<file path="config.mk">
export PLATFORM = sky130hd
export DESIGN_NAME = axi_stream_packetizer
export DESIGN_NICKNAME = d
export VERILOG_FILES = /design/src/rtl/axi_stream_packetizer.sv
export SDC_FILE = /design/constraint.sdc
export NUM_CORES = 1
export LEC_CHECK = 0
export CAP_MARGIN = 25
export CORE_UTILIZATION = 40
export CTS_CLUSTER_DIAMETER = 60
export DETAILED_ROUTE_END_ITERATION = 6
export HOLD_SLACK_MARGIN = 0.05
export PLACE_DENSITY = 0.76
export SYNTH_ARGS = -nofsm -noshare
export SYNTH_HDL_FRONTEND = slang
export SYNTH_SLANG_ARGS = --single-unit
</file>
<file path="constraint.sdc">
create_clock -name clk_i -period 4.3 [get_ports clk_i]
set_clock_uncertainty 0.2 [all_clocks]
set_input_delay 0.86 -clock clk_i [delete_from_list [all_inputs] [get_ports clk_i]]
set_output_delay 0.86 -clock clk_i [all_outputs]
set_load 0.01 [all_outputs]
</file>
<file path="src/rtl/axi_stream_packetizer.sv">
// AXI4-Stream Tx packetizer: turns a packet descriptor plus a plain
// valid/ready word stream into registered TDATA/TKEEP/TSTRB/TLAST beats
// tagged with the descriptor's TID/TDEST/TUSER.

// One byte lane: decides whether its byte is kept on this beat and zeroes it if not.
module axi_stream_packetizer_lane #(
  parameter int Idx      = 0,
  parameter int LenWidth = 16
) (
  input  logic [LenWidth-1:0] remaining,
  input  logic                last_beat,
  input  logic [7:0]          byte_in,
  output logic                keep,
  output logic [7:0]          byte_out
);
  // Non-final beats keep every lane; the final beat keeps lanes below the byte count.
  always_comb begin
    keep     = !last_beat || (LenWidth'(Idx) < remaining);
    byte_out = keep ? byte_in : 8'h00;
  end
endmodule

module axi_stream_packetizer #(
  parameter int DataWidth = 64,
  parameter int IdWidth   = 1,
  parameter int DestWidth = 1,
  parameter int UserWidth = 1,
  parameter int LenWidth  = 16,
  localparam int StrbWidth = DataWidth / 8
) (
  input  logic                 clk_i,
  input  logic                 rst_ni,
  input  logic                 desc_valid_i,
  output logic                 desc_ready_o,
  input  logic [LenWidth-1:0]  desc_len_i,
  input  logic [IdWidth-1:0]   desc_id_i,
  input  logic [DestWidth-1:0] desc_dest_i,
  input  logic [UserWidth-1:0] desc_user_i,
  input  logic                 data_valid_i,
  output logic                 data_ready_o,
  input  logic [DataWidth-1:0] data_i,
  output logic                 tvalid_o,
  input  logic                 tready_i,
  output logic [DataWidth-1:0] tdata_o,
  output logic [StrbWidth-1:0] tstrb_o,
  output logic [StrbWidth-1:0] tkeep_o,
  output logic                 tlast_o,
  output logic [IdWidth-1:0]   tid_o,
  output logic [DestWidth-1:0] tdest_o,
  output logic [UserWidth-1:0] tuser_o,
  output logic                 busy_o
);
  typedef enum logic {IDLE = 1'b0, BODY = 1'b1} state_e;

  typedef struct packed {
    logic [IdWidth-1:0]   id;
    logic [DestWidth-1:0] dest;
    logic [UserWidth-1:0] user;
  } desc_t;

  localparam logic [LenWidth-1:0] StrbLen = LenWidth'(StrbWidth);

  state_e                         state_q, state_d;
  desc_t                          desc_q;
  logic [LenWidth-1:0]            remaining_q;
  logic                           load;
  logic                           last_beat;
  logic [StrbWidth-1:0]           keep_d;
  logic [StrbWidth-1:0][7:0]      data_d;

  // Final beat is chosen by remaining <= StrbWidth, so the subtraction below never wraps.
  assign last_beat = (remaining_q <= StrbLen);
  assign load      = data_valid_i && data_ready_o;
  assign busy_o    = (state_q == BODY) || tvalid_o;

  // State register
  always_ff @(posedge clk_i or negedge rst_ni) begin
    if (!rst_ni) state_q <= IDLE;
    else         state_q <= state_d;
  end

  // Next state: a descriptor opens a packet, loading its final word closes it
  always_comb begin
    state_d = state_q;
    case (state_q)
      IDLE:    if (desc_valid_i)        state_d = BODY;
      BODY:    if (load && last_beat)   state_d = IDLE;
      default:                          state_d = IDLE;
    endcase
  end

  // Handshake outputs: take words only when the output register is free or draining
  always_comb begin
    desc_ready_o = (state_q == IDLE);
    data_ready_o = (state_q == BODY) && (!tvalid_o || tready_i);
  end

  // Descriptor capture and remaining-byte countdown
  always_ff @(posedge clk_i or negedge rst_ni) begin
    if (!rst_ni) begin
      desc_q      <= '0;
      remaining_q <= '0;
    end else if (state_q == IDLE && desc_valid_i) begin
      desc_q      <= '{id: desc_id_i, dest: desc_dest_i, user: desc_user_i};
      remaining_q <= desc_len_i;
    end else if (load && !last_beat) begin
      remaining_q <= remaining_q - StrbLen;
    end
  end

  for (genvar i = 0; i < StrbWidth; i++) begin : g_lane
    axi_stream_packetizer_lane #(.Idx(i), .LenWidth(LenWidth)) u_lane (
      .remaining (remaining_q),
      .last_beat (last_beat),
      .byte_in   (data_i[8*i +: 8]),
      .keep      (keep_d[i]),
      .byte_out  (data_d[i])
    );
  end

  // Output register: a load wins over a drain, so a handshake plus load gives back-to-back beats
  always_ff @(posedge clk_i or negedge rst_ni) begin
    if (!rst_ni) begin
      tvalid_o <= 1'b0;
      tdata_o  <= '0;
      tkeep_o  <= '0;
      tstrb_o  <= '0;
      tlast_o  <= 1'b0;
      tid_o    <= '0;
      tdest_o  <= '0;
      tuser_o  <= '0;
    end else if (load) begin
      tvalid_o <= 1'b1;
      tdata_o  <= data_d;
      tkeep_o  <= keep_d;
      tstrb_o  <= keep_d;
      tlast_o  <= last_beat;
      tid_o    <= desc_q.id;
      tdest_o  <= desc_q.dest;
      tuser_o  <= desc_q.user;
    end else if (tready_i) begin
      tvalid_o <= 1'b0;
    end
  end
endmodule

</file>
Word level (Yosys, flattened, before mapping)
Index checks and enable logic that the tools add are counted.
{"block": "word_totals", "register_bits": 97, "out_inout_bits": 88, "word_cells": 57, "input_bits": 88}
{"block": "op_classes", "bitwise": 1, "n_lt_le_gt_ge": 9, "n_addsub": 1, "reduce_logical": 19, "muxes": 15}
{"op": "$lt 3x16->1 const A", "count": 4}
{"op": "$mux 8", "count": 8}
{"op": "$lt 1x16->1 const A", "count": 2}
{"op": "$lt 2x16->1 const A", "count": 2}
{"op": "$mux 16", "count": 2}
{"op": "$le 16x4->1 const B", "count": 1}
{"op": "$sub 16x4->16 const B", "count": 1}
{"op": "$logic_or 1x1->1", "count": 10}
{"op": "$logic_and 1x1->1", "count": 5}
{"op": "$mux 1", "count": 4}
{"op": "$reduce_bool 2->1", "count": 2}
{"op": "$logic_not 1->1", "count": 2}
{"op": "$pmux 1 s2", "count": 1}
{"op": "$not 1->1", "count": 1}

Longest topological paths before layout
{"block": "logic_depth", "word_depth": 7, "depth_mapped": 7, "mapped_depth_nobuf": 6}

Cells and area by module
From an unflattened synthesis, not the netlist that was laid out.
{"block": "hier_totals", "hier_cells": 601, "hier_area_um2": 5178.7}
{"mod": "axi_stream_packetizer", "seq_area_each_um2": 2427.3, "n_inst": 1, "area_each_um2": 3975.1, "cells_per_inst": 453}
{"mod": "axi_stream_packetizer_lane at g_lane[4].u_lane ...", "seq_area_each_um2": 0.0, "n_inst": 2, "area_each_um2": 117.6, "cells_per_inst": 16}
{"mod": "axi_stream_packetizer_lane at g_lane[0].u_lane ...", "seq_area_each_um2": 0.0, "n_inst": 2, "area_each_um2": 115.1, "cells_per_inst": 16}
{"mod": "axi_stream_packetizer_lane at g_lane[1].u_lane", "seq_area_each_um2": 0.0, "n_inst": 1, "area_each_um2": 193.9, "cells_per_inst": 21}
{"mod": "axi_stream_packetizer_lane at g_lane[5].u_lane", "seq_area_each_um2": 0.0, "n_inst": 1, "area_each_um2": 185.2, "cells_per_inst": 21}
{"mod": "axi_stream_packetizer_lane at g_lane[3].u_lane", "seq_area_each_um2": 0.0, "n_inst": 1, "area_each_um2": 182.7, "cells_per_inst": 21}
{"mod": "axi_stream_packetizer_lane at g_lane[7].u_lane", "seq_area_each_um2": 0.0, "n_inst": 1, "area_each_um2": 176.4, "cells_per_inst": 21}

Worst setup path after synthesis
No wires, ideal clock.
{"block": "synth_path", "kind": "input to register", "from": "input data_valid_i", "to": "register tdata_o[40]", "n_path_buf": 2, "stages": 6, "arrival_time_ps": 2147, "t_required_ps": 4032, "slack_ps": 1885, "setup_time_ps": 68, "path_cell_list": "and2_1 > clkbuf_1 > nand2_1 > clkbuf_1 > a21oi_1 > a22o_1"}
{"block": "synth_between", "elab_chain_len": 1}
{"item": "start, declared", "line_no": "39", "source": "input logic data_valid_i,"}
{"item": "$logic_and 1x1->1", "line_no": "73", "source": "assign load = data_valid_i && data_ready_o;"}
{"item": "end signal, assigned", "line_no": "134", "source": "tdata_o <= data_d;"}
{"item": "end, declared", "line_no": "44", "source": "output logic [DataWidth-1:0] tdata_o,"}
Every way passes these cells.
A chain may end at the register's enable or synchronous reset.

Worst setup path in the final report
{"block": "layout_path", "from": "input tready_i", "to": "register tdata_o[55]"}
{"block": "layout_between", "elab_chain_len": 3}
{"item": "start, declared", "line_no": "43", "source": "input logic tready_i,"}
{"item": "$logic_or 1x1->1", "line_no": "95", "source": "data_ready_o = (state_q == BODY) && (!tvalid_o || tready_i);"}
{"item": "$logic_and 1x1->1", "line_no": "95"}
{"item": "$logic_and 1x1->1", "line_no": "73"}
Every way passes these cells.

==> flow_summary.json <==
{
  "seq_area_frac_synth_pct": 59.15,
  "yosys.area.top_type": "dfrtp_1",
  "ys_seq_elements": 97,
  "synth-edff-count": 0,
  "core_area_mm2": 0.009864,
  "critPathTopFamily": "compound AO/OA/AOI/OAI gates",
  "die-area_mm2": 0.01067,
  "yosys-top-cells-area": "dfrtp_1, a22o_1, nand2_1",
  "netlist.area_leader.share_pct": 59.15,
  "endpoint_kind": "flip-flop",
  "status": "completed",
  "max_freq_mhz": 320.7,
  "postRouteAntennaNets": 0,
  "synth_common_cells": "dfrtp_1, nand2_1, a22o_1, nor2_1, a21oi_1",
  "globalRouteOverflowTotal": 0,
  "synth.cell_area_mm2": 0.004104,
  "synth.distinct_cells": 44,
  "clockBufferDepth": 2,
  "clockPowerShare_pct": 25.8,
  "hold_viol": 0,
  "post_cts_buffers": 0,
  "cts_tree": "done",
  "cp-start-kind": "input pin",
  "power.internal_w": 0.001725,
  "startpoint": "tready_i",
  "wire_per_inst_um": 16.22,
  "wirelength_mm": 11.14,
  "initial_core_util_pct": 41.60,
  "synthesis.nets": 481,
  "diodes": 0,
  "io_pins": 176,
  "cts_resized": 0,
  "period_needed_ps": 3118,
  "port_buffers": 175,
  "drcViolationCount": 0,
  "drt_iter0_drc": 131,
  "first_pass_iters": 4,
  "hold_class": "input pin to async pin",
  "ir_drop_mv": 0.2205,
  "rows": 36,
  "powerDensity_mw_per_mm2": 402.6,
  "cts-buffers-inserted": 9,
  "die_h_um": 103.3,
  "nets": 639,
  "h-tree-depth": 3,
  "pwr-share-seq_pct": 47.9,
  "yosys_warnings": 0,
  "timing.rr.start": "remaining_q[5]",
  "die_width_um": 103.3,
  "place_hpwl_mm": 8.078,
  "worstPathCellList": "clkdlybuf4s50_1 -> nand2b_1 -> nand2_2 -> a21oi_1 -> a22o_1",
  "postSynthCellCount": 391,
  "clk_latency_ps": 360,
  "drive_gt1_share_pct": 5.235,
  "syn_to_final_growth_pct": 49.79,
  "crit_buf_inv": 1,
  "critical_path_arrival_ps": 3230,
  "grt_max_degree": 83,
  "tightest_slew_ps": 933.0,
  "grt_usage_pct": 20.81,
  "gp_congestion": 0.8428,
  "clockRootBuffer": "clkbuf_8",
  "switching_share_pct": 30.29,
  "cp.required_ps": 4410,
  "synthMostInstantiatedCell": "dfrtp_1",
  "vias_per_cell": 5.279,
  "cts_sinks": 97,
  "clk_pin_slew_ps": 110,
  "setup_viol": 0,
  "grt_pass1_wl_mm": 16.99,
  "leakage_nw": 2.650,
  "holdBufCountCts": 0,
  "maxCapViolCount": 0,
  "grt_antenna_before_repair": 0,
  "cp_slowest_cell": "a21oi_1",
  "fin_setup_tns_ps": 0,
  "power_switching_w": 0.0007495,
  "postSynthAreaPerCell_um2": 10.50,
  "dp.cells": 670,
  "critPathKind": "input pin to flip-flop",
  "async_flop_share_pct": 100.0,
  "fin_crit_sh_pct": 72.51,
  "final_cells": 687,
  "finalMaxSlewViolations": 0,
  "p_comb_share_pct": 26.3,
  "vias": 3627,
  "crit_path_max_incr_delay_ps": 800,
  "synth_ff_type": "dfrtp_1",
  "slew_headroom_pct": 37.52,
  "path_max_fanout": 41,
  "grt_pass1_vias": 3525,
  "rsz0062_at_grt": "no"
}
[state kept, by name, indices dropped and copies added, names as in the netlist]
register and cells:
tdata_o 64, remaining_q 16, tkeep_o 8, desc_q 3, state_q 1, tdest_o 1
tid_o 1, tlast_o 1, tuser_o 1, tvalid_o 1
[layout make-up]
class / instances / area, µm²
Sequential cell: 97 / 2427
Clock inverter: 7 / 95.09
Inverter: 4 / 15.01
Timing Repair Buffer: 180 / 1807
Clock buffer: 9 / 123.9
Multi-Input combinational cell: 257 / 1513
Fill cell: 819 / 3717
Tap cell: 133 / 166.4
[path summary, 6_finish.rpt]
check / to / slack, ps / depth (start not counted)
worst max register to register: tdata_o[12] / 1450 / 4
max in group asynchronous: tdata_o[3] / 2940 / 3
worst min register to register: tid_o / 270 / 2
min in group clk_i: tid_o / 270 / 2
worst min-delay path: tdata_o[57] / 90 / 1
worst max-delay path: tdata_o[55] / 1180 / 5
[metrics by stage]
stage	hold WS (ps)	total power [W]	worst slack [ps]	cell area [µm²]	utilization (%)
6_report	94.54	0.002475	1182	6147	62.32
5_1_grt	74.73	0.002610	972.6	6147	62.32
4_1_cts	276.9	0.002490	1186	6120	62.04
3_5_place_dp	256.3	0.001854	837.5	5901	59.82
3_3_place_gp	250.4	0.001834	983.6	5901	59.82
2_1_floorplan	238.6	0.001483	1885	4104	-
[power by group through the flow]
stage | combinational, W | sequential [W] | clock [W]
after global placement | 0.000639 | 0.00120 | 0
after detailed placement | 0.000653 | 0.00120 | 0
final | 0.000651 | 0.00119 | 0.000638
after global routing | 0.000710 | 0.00121 | 0.000692
after CTS | 0.000655 | 0.00118 | 0.000651
after floorplan | 0.000273 | 0.00121 | 0
[kinds of logic after synthesis]
kind of cell,after synthesis,synth area share [%]
and+or+nand+nor,155,17.74
AOI/OAI and AO/OA,100,18.32
DFF,97,59.15
buffers and inverters,37,4.177
adders and majority gates,2,0.6097
[metal layers]
layer  up-vias  wire, µm  global-route usage, %  share of wire, %
li1       1708         -                      -                 -
met1      1774      4740                  26.56                43
met2       124      5537                  35.33                50
met3        21       583                  3.427               5.2
met4         0       280                  8.667               2.5
met5         -         0                      0                 0
[placed cells by master (no fill, tap or decap), types with 2 or more instances in the layout]
cell,netlist,routed
a211o_1,7,7
a211oi_1,3,3
a21o_1,6,6
a21oi_1,24,24
a22o_1,40,40
a31oi_1,2,2
and4_1,2,2
buf_4,8,5
clkbuf_8,0,9
clkdlybuf4s50_1,0,174
clkinvlp_4,0,2
dfrtp_1,97,97
ha_1,2,2
inv_1,4,4
inv_8,0,3
nand2_1,70,69
nand2b_1,2,2
nand3_1,9,9
nand4_1,4,4
nor2_1,35,34
nor3_1,11,11
nor4_1,3,3
o211a_1,3,3
o21ai_0,6,6
or4_1,7,7
Power figures use the tool's default switching activity.
==> variant: new RTL, same settings <==
Change the parameter `DataWidth` from 64 to 128.
--- a/src/rtl/axi_stream_packetizer.sv
+++ b/src/rtl/axi_stream_packetizer.sv
@@ -22,5 +22,5 @@
 
 module axi_stream_packetizer #(
-  parameter int DataWidth = 64,
+  parameter int DataWidth = 128,
   parameter int IdWidth   = 1,
   parameter int DestWidth = 1,
Ports: changed (resized data_i, tdata_o, tkeep_o and tstrb_o); port bits go from 176 to 320. The function was not compared with the original's and may differ.
==> variant against the unedited design <==
Total power grew 130%; sequential cell count grew 72; synthesized area grew 62%; final area grew 70%; maximum frequency shrank 6.8%; worst hold slack gained 0.15 ns; worst setup slack lost 0.23 ns; wire length grew 78%; core utilization grew 2.9 points; clock power grew 120%; count of clock-buffer cells in the layout grew 10; critical endpoint is now data_ready_o; highest routed layer unchanged.
==> variant: results (changes against the unedited design) <==
\begin{tabular}{lr}
\hline
Metric & Value \\
\hline
\multicolumn{2}{l}{\textbf{Place}} \\
\quad Minimum setup slack after placement & 0.985 ns (+0.147 ns) \\
\quad Half-perimeter wire length after detailed placement & 14400 um (+78\%) \\
\quad Count of buffers from port buffering & 319 (+82\%) \\
\quad Global placement routability congestion & 0.824 (-2.2\%) \\
\multicolumn{2}{l}{\textbf{Setup path}} \\
\quad Max FO, Critical Path & 6 (-85\%) \\
\quad Critical Path Max Stage Delay & 0.52 ns (-0.28 ns) \\
\quad Slowest cell on the critical path & clkdlybuf4s50\_1 \\
\quad Arrival time worst endpoint & 2.29 ns (-0.94 ns) \\
\quad Launching instance or port of the critical path & tready\_i \\
\quad Startpoint of the worst-slack reg-to-reg timing path & remaining\_q[4] \\
\multicolumn{2}{l}{\textbf{STA}} \\
\quad Slew margin rel. & 43.1\% (+5.5 points) \\
\multicolumn{2}{l}{\textbf{Synthesis}} \\
\quad Syn Nets & 695 (+44\%) \\
\quad Post-synthesis sequential area ratio & 63.7\% (+4.6 points) \\
\quad Predominant post-synthesis flop cell & dfrtp\_1 \\
\quad Yosys Warn Count & 0 (unchanged) \\
\quad Post-synth cell types & 42 (-4.5\%) \\
\quad Cell types occupying the most area after synthesis & dfrtp\_1, a22o\_1, nand2\_1 \\
\quad Post-synthesis async set-or-reset flop share & 100\% (unchanged) \\
\quad Commonest cells post-synth & dfrtp\_1, a22o\_1, nand2\_1 \\
\multicolumn{2}{l}{\textbf{Drt}} \\
\quad Average routed wire per standard cell & 18.6 um (+14\%) \\
\quad Routed vias & 5608 (+55\%) \\
\quad Drt first-iter violations & 220 (+68\%) \\
\quad Drt first pass iters & 6 (+2) \\
\multicolumn{2}{l}{\textbf{Pwr}} \\
\quad Leakage component of the power & 4.55 nW (+72\%) \\
\quad Switching portion of total power & 31.8\% (+1.5 points) \\
\quad Worst vdd ir & 302 uV (+37\%) \\
\multicolumn{2}{l}{\textbf{Finish}} \\
\quad Count of nets after finishing & 995 (+56\%) \\
\quad Share of layout cells above drive strength 1 & 6.67\% (+1.4 points) \\
\quad Largest registers ranked by flip-flop count & tdata\_o: 128 flops, remaining\_q: 16 flops, tkeep\_o: 16 flops \\
\quad Fillers & 1239 (+51\%) \\
\multicolumn{2}{l}{\textbf{GRT}} \\
\quad Overall routing resource usage & 23.2\% (+2.4 points) \\
\quad Maximum number of pins on one net before global-route repair & 94 (+13\%) \\
\quad First-pass GRT wire length & 29600 um (+74\%) \\
\quad Initial antenna violation count & 1 (+1) \\
\multicolumn{2}{l}{\textbf{Clocking}} \\
\quad H-tree depth & 4 (+1) \\
\quad Clock latency at the later pin of the worst-skew pair & 0.42 ns (+0.06 ns) \\
\quad Number of buffers added for setup after CTS & 0 (unchanged) \\
\quad Buffer cell driving the clock tree root & clkbuf\_16 \\
\quad CTS buffer count & 17 (+8) \\
\quad Clock edge transition at the registers on the reported setup and hold paths & 0.07 ns (-0.04 ns) \\
\multicolumn{2}{l}{\textbf{Run status}} \\
\quad Status & complete, no violations \\
\hline
\end{tabular}
-- variant: metrics by stage --
stage | cells | area [um2]
after floorplan | 541 | 6630
final | 1071 | 10500
after global placement | 1038 | 9930
after detailed placement | 1038 | 9930
after global routing | 1071 | 10500
after CTS | 1070 | 10500
-- variant: worst max-delay path: cells and delay by family --
| family | cells | cell delay (ns) |
|---|---|---|
| buffers and inverters | 2 | 0.97 |
| and+or+nand+nor | 2 | 0.45 |
-- variant: power by group through the flow --
| stage | clock network (mW) | logic (mW) | registers (mW) |
|---|---|---|---|
| 3_3_place_gp | 0 | 1.94 | 2.38 |
| 5_1_grt | 1.50 | 2.13 | 2.44 |
| 4_1_cts | 1.43 | 1.99 | 2.38 |
| 6_report | 1.40 | 1.97 | 2.38 |
| 3_5_place_dp | 0 | 1.98 | 2.40 |
| 2_1_floorplan | 0 | 0.742 | 2.48 |
-- variant: path summary, 6_finish.rpt --
check,end,slack (ns),depth (start not counted)
worst max register to register,tdata_o[19],1.39,8
min in group clk_i,tdest_o,0.27,2
worst min register to register,tdest_o,0.27,2
max in group asynchronous,tdata_o[78],2.69,2
worst min-delay path,tdata_o[122],0.24,1
worst max-delay path,data_ready_o,0.95,4
-- variant: logic make-up (layout without fill, tap and decap cells) --
group / Yosys count / in the layout / synth area share, %
other: 0 / 1 / 0
and+or+nand+nor: 137 / 137 / 9.60
buffers and inverters: 48 / 361 / 3.75
adders and majority gates: 2 / 2 / 0.377
xor gates and xnor gates: 3 / 3 / 0.396
AOI/OAI and AO/OA: 182 / 182 / 22.1
DFF: 169 / 169 / 63.7
-- variant: cell type report --
type,count,area [um2],area share (%)
Antenna cell,1,2.50,0.0239
Clock buffer,19,443,4.23
Clock inverter,13,95.1,0.908
Inverter,3,11.3,0.108
Multi-Input combinational cell,324,2160,20.7
Sequential cell,169,4230,40.4
Tap cell,216,270,2.58
Timing Repair Buffer,326,3260,31.1
-- variant: per-layer routing --
metal  GRT usage (%)  up-vias  share of wire (%)
met5               0        -                  0
met4            11.0        0                2.6
met3            6.03       36                6.9
met2            39.4      243                 51
met1            27.5     2771                 39
li1                -     2558                  -
